### src/rtl/nn_ctrl_pkg.sv
// Shared state encoding, default parameter values and sizing helper for the
// inference sequencer.
package nn_ctrl_pkg;

  typedef enum logic [2:0] {
    ST_IDLE,
    ST_LAYER,
    ST_HM_CLEAR,
    ST_HM_RUN,
    ST_DONE,
    ST_ERROR
  } state_e;

  localparam int DEF_NUM_LAYERS     = 3;
  localparam int DEF_DATA_WIDTH     = 8;
  localparam int DEF_NUM_OUTPUTS    = 10;
  localparam int DEF_TIMEOUT_CYCLES = 64;

  // Bits needed to hold 0..n-1, never less than one bit.
  function automatic int idx_width(input int n);
    return (n <= 2) ? 1 : $clog2(n);
  endfunction

endpackage

### src/rtl/stage_watchdog.sv
// Per-stage cycle counter; flags expiry on the last permitted cycle of a stage.
module stage_watchdog
  import nn_ctrl_pkg::*;
#(
  parameter int timeoutCycles = DEF_TIMEOUT_CYCLES
) (
  input  logic clk,
  input  logic reset,
  input  logic clear,
  input  logic run,
  output logic expired
);

  localparam int CW = idx_width(timeoutCycles);
  localparam logic [CW-1:0] LAST = CW'(timeoutCycles - 1);

  logic [CW-1:0] count_q, count_d;

  assign expired = run && (count_q == LAST);

  // Saturate at LAST so a stalled stage never wraps back into a valid window.
  always_comb begin
    count_d = count_q;
    if (clear) begin
      count_d = '0;
    end else if (run && !expired) begin
      count_d = count_q + CW'(1);
    end
  end

  always_ff @(posedge clk or posedge reset) begin
    if (reset) begin
      count_q <= '0;
    end else begin
      count_q <= count_d;
    end
  end

endmodule

### src/rtl/nn_infer_ctrl.sv
// Sequences the layer stages and the hardmax unit for one inference and holds
// the classification result until it is accepted.
module nn_infer_ctrl
  import nn_ctrl_pkg::*;
#(
  parameter int numLayers     = DEF_NUM_LAYERS,
  parameter int dataWidth     = DEF_DATA_WIDTH,
  parameter int numOutputs    = DEF_NUM_OUTPUTS,
  parameter int timeoutCycles = DEF_TIMEOUT_CYCLES,
  parameter int addressWidth  = $clog2(numOutputs)
) (
  input  logic                    clk,
  input  logic                    reset,
  input  logic                    start,
  output logic                    busy,
  output logic [numLayers-1:0]    layerEnable,
  input  logic [numLayers-1:0]    layerDone,
  output logic                    hmReset,
  output logic                    hmEnable,
  input  logic                    hmValid,
  input  logic [addressWidth-1:0] hmIndex,
  input  logic [dataWidth-1:0]    hmValue,
  output logic [addressWidth-1:0] resultIndex,
  output logic [dataWidth-1:0]    resultValue,
  output logic                    resultValid,
  input  logic                    resultReady,
  output logic                    error
);

  localparam int LW = idx_width(numLayers);
  localparam logic [LW-1:0] LAST_LAYER = LW'(numLayers - 1);

  state_e                  state_q, state_d;
  logic [LW-1:0]           layer_idx_q, layer_idx_d;
  logic [addressWidth-1:0] result_index_q, result_index_d;
  logic [dataWidth-1:0]    result_value_q, result_value_d;
  logic                    wd_run, wd_clear, wd_expired;

  // Counter restarts whenever the stage (state or active layer) changes.
  assign wd_run   = (state_q == ST_LAYER) || (state_q == ST_HM_RUN);
  assign wd_clear = !wd_run || (state_d != state_q) || (layer_idx_d != layer_idx_q);

  stage_watchdog #(
    .timeoutCycles(timeoutCycles)
  ) u_watchdog (
    .clk    (clk),
    .reset  (reset),
    .clear  (wd_clear),
    .run    (wd_run),
    .expired(wd_expired)
  );

  // Completion is tested before expiry so a last-cycle completion still advances.
  always_comb begin
    state_d        = state_q;
    layer_idx_d    = layer_idx_q;
    result_index_d = result_index_q;
    result_value_d = result_value_q;
    case (state_q)
      ST_IDLE, ST_ERROR: begin
        if (start) begin
          state_d     = ST_LAYER;
          layer_idx_d = '0;
        end
      end
      ST_LAYER: begin
        if (layerDone[layer_idx_q]) begin
          if (layer_idx_q == LAST_LAYER) begin
            state_d = ST_HM_CLEAR;
          end else begin
            layer_idx_d = layer_idx_q + LW'(1);
          end
        end else if (wd_expired) begin
          state_d = ST_ERROR;
        end
      end
      ST_HM_CLEAR: state_d = ST_HM_RUN;
      ST_HM_RUN: begin
        if (hmValid) begin
          state_d        = ST_DONE;
          result_index_d = hmIndex;
          result_value_d = hmValue;
        end else if (wd_expired) begin
          state_d = ST_ERROR;
        end
      end
      ST_DONE: begin
        if (resultReady) begin
          state_d = ST_IDLE;
        end
      end
      default: state_d = ST_IDLE;
    endcase
  end

  always_ff @(posedge clk or posedge reset) begin
    if (reset) begin
      state_q        <= ST_IDLE;
      layer_idx_q    <= '0;
      result_index_q <= '0;
      result_value_q <= '0;
    end else begin
      state_q        <= state_d;
      layer_idx_q    <= layer_idx_d;
      result_index_q <= result_index_d;
      result_value_q <= result_value_d;
    end
  end

  for (genvar gi = 0; gi < numLayers; gi++) begin : g_layer_en
    assign layerEnable[gi] = (state_q == ST_LAYER) && (layer_idx_q == LW'(gi));
  end

  assign busy        = (state_q != ST_IDLE) && (state_q != ST_ERROR);
  assign hmReset     = (state_q == ST_HM_CLEAR);
  assign hmEnable    = (state_q == ST_HM_RUN);
  assign resultValid = (state_q == ST_DONE);
  assign error       = (state_q == ST_ERROR);
  assign resultIndex = result_index_q;
  assign resultValue = result_value_q;

endmodule
### config.mk
export PLATFORM = sky130hd
export DESIGN_NAME = nn_infer_ctrl
export DESIGN_NICKNAME = d
export VERILOG_FILES = /design/src/rtl/nn_ctrl_pkg.sv /design/src/rtl/stage_watchdog.sv /design/src/rtl/nn_infer_ctrl.sv
export SDC_FILE = /design/constraint.sdc
export NUM_CORES = 1
export LEC_CHECK = 0
export CAP_MARGIN = 10
export CORE_MARGIN = 1.5
export CORE_UTILIZATION = 28
export DETAILED_ROUTE_END_ITERATION = 8
export DONT_BUFFER_PORTS = 1
export PLACE_DENSITY = 0.38
export SLEW_MARGIN = 0
export SYNTH_ARGS = -nofsm -noshare
export SYNTH_HDL_FRONTEND = slang
export SYNTH_HIERARCHICAL = 1
export SYNTH_SLANG_ARGS = --single-unit
### constraint.sdc
create_clock -name clk -period 3.01 [get_ports clk]
set_input_delay 0.602 -clock clk [delete_from_list [all_inputs] [get_ports clk]]
set_output_delay 0.602 -clock clk [all_outputs]
set_load 0.005 [all_outputs]
==> summary.md, run 1 <==
| Metric | Value |
|---|---|
| Worst-Skew Late Latency | 0.26 ns |
| Boundary Pins | 40 |
| Row count | 26 |
| Post-synthesis async set-or-reset flop share | 100% |
| Max IR drop VDD | 302 uV |
| FF+latch area | 576 um^2 |
| Layout cell share with drive strength beyond 1 | 19.1% |
| Total gr overflow | 0 |
| Number of global-route vias before repair | 996 |
| DR WL/cell | 14.6 um |
| TritonCTS Sinks | 23 |
| Via/cell ratio | 5.01 |
| Internal | 0.903 mW |
| Hold Fails Final Rpt | 0 |
| Sw Ratio | 39.7% |
| Total core area | 0.00504 mm^2 |
| Post-Syn Nets | 159 |
| Overall routed net length | 3.00 mm |
| PortBufs | 0 |
| HP Class | input port to asynchronous set/reset pin |
| Fin Setup TNS | 0 ns |
| Via count | 1032 |
| Clk buf depth | 2 |
| Seq pwr share | 38.2% |
| Yosys warning count | 6 |
| Critical Path RT | 3.15 ns |
| Crit-path cells | nand2b_4 -> inv_4 -> nand3_1 -> nor2b_1 -> o21ai_0 -> o22a_1 -> o31a_1 -> o211ai_1 -> inv_1 -> a41oi_1 -> o211ai_1 |
| Fillcell total | 511 |
| GPL Wtd Cong | 0.860 |
| #FFs+latches synth | 23 |
| CTS tree | done |
| Final clock skew | 0.00617 ns |
| First-pass GRT wire length | 4.77 mm |
| Final worst-path cycle share | 88.5% |
| Pins Over Slew Limit | 0 |
| Clock slew at reported path FFs | 0.08 ns |
| Total track usage | 11.3% |
| Leading area contributor after synthesis | dfrtp_1 |
| Slowest cell on crit path | dfrtp_1 |
| Area occupied by multi-input gates | 785 um^2 |
| Clock share of power | 12.7% |
| PwrDens | 965 mW/mm^2 |
| CTS H-tree depth | 1 |
| Arr. time, crit path | 2.80 ns |
| Synth top area share | 39.7% |
| Worst setup margin | 0.345 ns |
| Max cap viols | 0 |
| CP Max Fanout | 12 |
| Antenna violations before repair | 0 |
| Total CTS buffers | 3 |
| Most used cell, CP | o211ai_1 |
| Leakage | 0.688 nW |
| Net switching power | 0.594 mW |
| PostCTS Resize Cnt | 0 |
| Post-placement setup slack | 0.338 ns |
| Hpwl dp | 2.33 mm |
| Die Ht | 75.0 um |
| Placed insts | 202 |
| Hold buffer count at CTS | 0 |
| # diodes | 0 |
| Syn-to-layout area delta | 6.90% |
| Yosys cell types | 50 |
| Largest stage delay, worst path | 0.48 ns |
| Seq/Total Area, Yosys | 39.7% |
| Relative slew slack | 54.5% |
| Status | complete, no violations |
| DR iter-0 viols | 35 |
| Nets | 161 |
| CP Capture Type | register |
| Cell Area, Synth | 0.00145 mm^2 |
| Avg Inst Size Synth | 10.8 um^2 |
| Die width | 75.0 um |
| Root buf cell | clkbuf_8 |
| Setup CP Type | register to register |
| Antenna Violating Nets Remaining | 0 |
| Comb power frac | 49.2% |
| Starting Density | 28.8% |
| TritonRoute pass-1 iters | 4 |
| Area contributors post-synth | dfrtp_1, mux2_4, ha_1, inv_1, mux2_2 |
| Worst setup SP type | register |
| DRC Markers | 0 |
| Post-synth EDFFs | 0 |
| Post-CTS Setup Repair Bufs | 0 |
| RSZ-0062 raised after global routing | false |
| Pin count of the biggest net entering global routing | 18 |
| Die Footprint | 0.00562 mm^2 |
| Achievable Freq | 0.375 GHz |
| Slew @ Worst Pin | 0.682 ns |
| Final min period | 2.66 ns |
| Synth Flop Type | dfrtp_1 |
| Final setup viols | 0 |
| Final Non-Filler Cells | 206 |
| Cells after synthesis | 135 |
layout by cell type (no fill, tap or decap), types with 4 or more instances in the layout:
cell	instances
dfrtp_1	23
o21ai_0	5
nand2_1	8
a31oi_1	4
o211ai_1	4
nor2_1	6
ha_1	4
inv_1	10
mux2_4	10
nor3_1	4
per-layer routing:
layer	share of wire [%]	global-route usage (%)	vias to the layer above
met5	0	0	-
met4	1.4	3.64	0
met3	7.1	4.02	4
met2	49	18.2	29
met1	42	14.1	499
li1	-	-	500
power groups by stage:
stage	logic (mW)	clock network (mW)	registers, mW
6_report	0.736	0.189	0.571
2_1_floorplan	0.646	0	0.534
3_5_place_dp	0.746	0	0.577
5_1_grt	0.824	0.218	0.594
4_1_cts	0.747	0.205	0.573
3_3_place_gp	0.742	0	0.579
worst paths after layout:
kind	start	to	slack [ns]	cells after the start
max in group asynchronous	reset	resultValue[5]	2.25	1
worst min-delay path	reset	u_watchdog/count_q[0]	0.14	1
worst max-delay path	state_q[2]	u_watchdog/count_q[1]	0.35	11
worst max register to register	state_q[2]	u_watchdog/count_q[1]	0.35	11
min in group clk	hmIndex[3]	resultIndex[3]	0.48	1
worst min register to register	resultIndex[2]	resultIndex[2]	0.54	1
stage by stage:
stage                     total power [mW]  cell area [um^2]  utilization, %  hold slack, ns
after floorplan                       1.18              1450               -           0.393
after global placement                1.32              1510            29.9           0.436
after detailed placement              1.32              1510            29.9           0.427
after CTS                             1.53              1550            30.8           0.135
after global routing                  1.64              1550            30.8           0.137
final                                 1.50              1550            30.8           0.137
kinds of logic after synthesis:
group                      Yosys count  share of synthesized area (%)
adders and majority gates            4                           3.45
muxes                               14                           13.4
buffers and inverters               16                           6.29
AOI/OAI and AO/OA                   35                           18.0
and+or+nand+nor                     43                           19.2
DFF                                 23                           39.7
worst max-delay path, delay by kind of cell (launching register included):
family,cells,cell delay [ns]
compound gates,6,1.10
buf+inv,2,0.31
simple gates,3,0.63
flops,1,0.48
cell usage after synthesis (all sizes together) (2+ instances only):
library cell / count
a21oi: 3
nor2: 6
o311a: 2
nand3: 3
ha: 4
o21bai: 3
nand2: 9
o211ai: 4
or2b: 2
nor3b: 4
buf: 4
nor3: 4
nand4bb: 2
inv: 11
and2: 3
dfrtp: 23
nand2b: 2
a31oi: 4
nor2b: 3
o21ai: 5
mux2: 13
a21o: 2
sequential cells by signal (all words and copies together), names as in the netlist:
| name | count |
|---|---|
| resultValue | 8 |
| u_watchdog/count_q | 6 |
| resultIndex | 4 |
| state_q | 3 |
| layer_idx_q | 2 |
cell type report:
cell class | instances | share of cell area, %
Sequential cell | 23 | 37.1
Multi-Input combinational cell | 96 | 50.6
Inverter | 11 | 2.82
Clock buffer | 4 | 2.90
Tap cell | 70 | 5.65
Timing Repair Buffer | 2 | 0.968
(Power assumes the default switching activity.)
==> run 2: changes to the inputs <==
==> constraint.sdc (replaced) <==
create_clock -name clk -period 3.01 [get_ports clk]
set_input_delay 0.7525 -clock clk [delete_from_list [all_inputs] [get_ports clk]]
set_output_delay 0.7525 -clock clk [all_outputs]
set_load 0.005 [all_outputs]
==> results of run 2 <==
Same layout as run 1 (identical final DEF). Status: complete, no violations.
Main changes from that run: hold slack 0.137 ns -> 0.287 ns
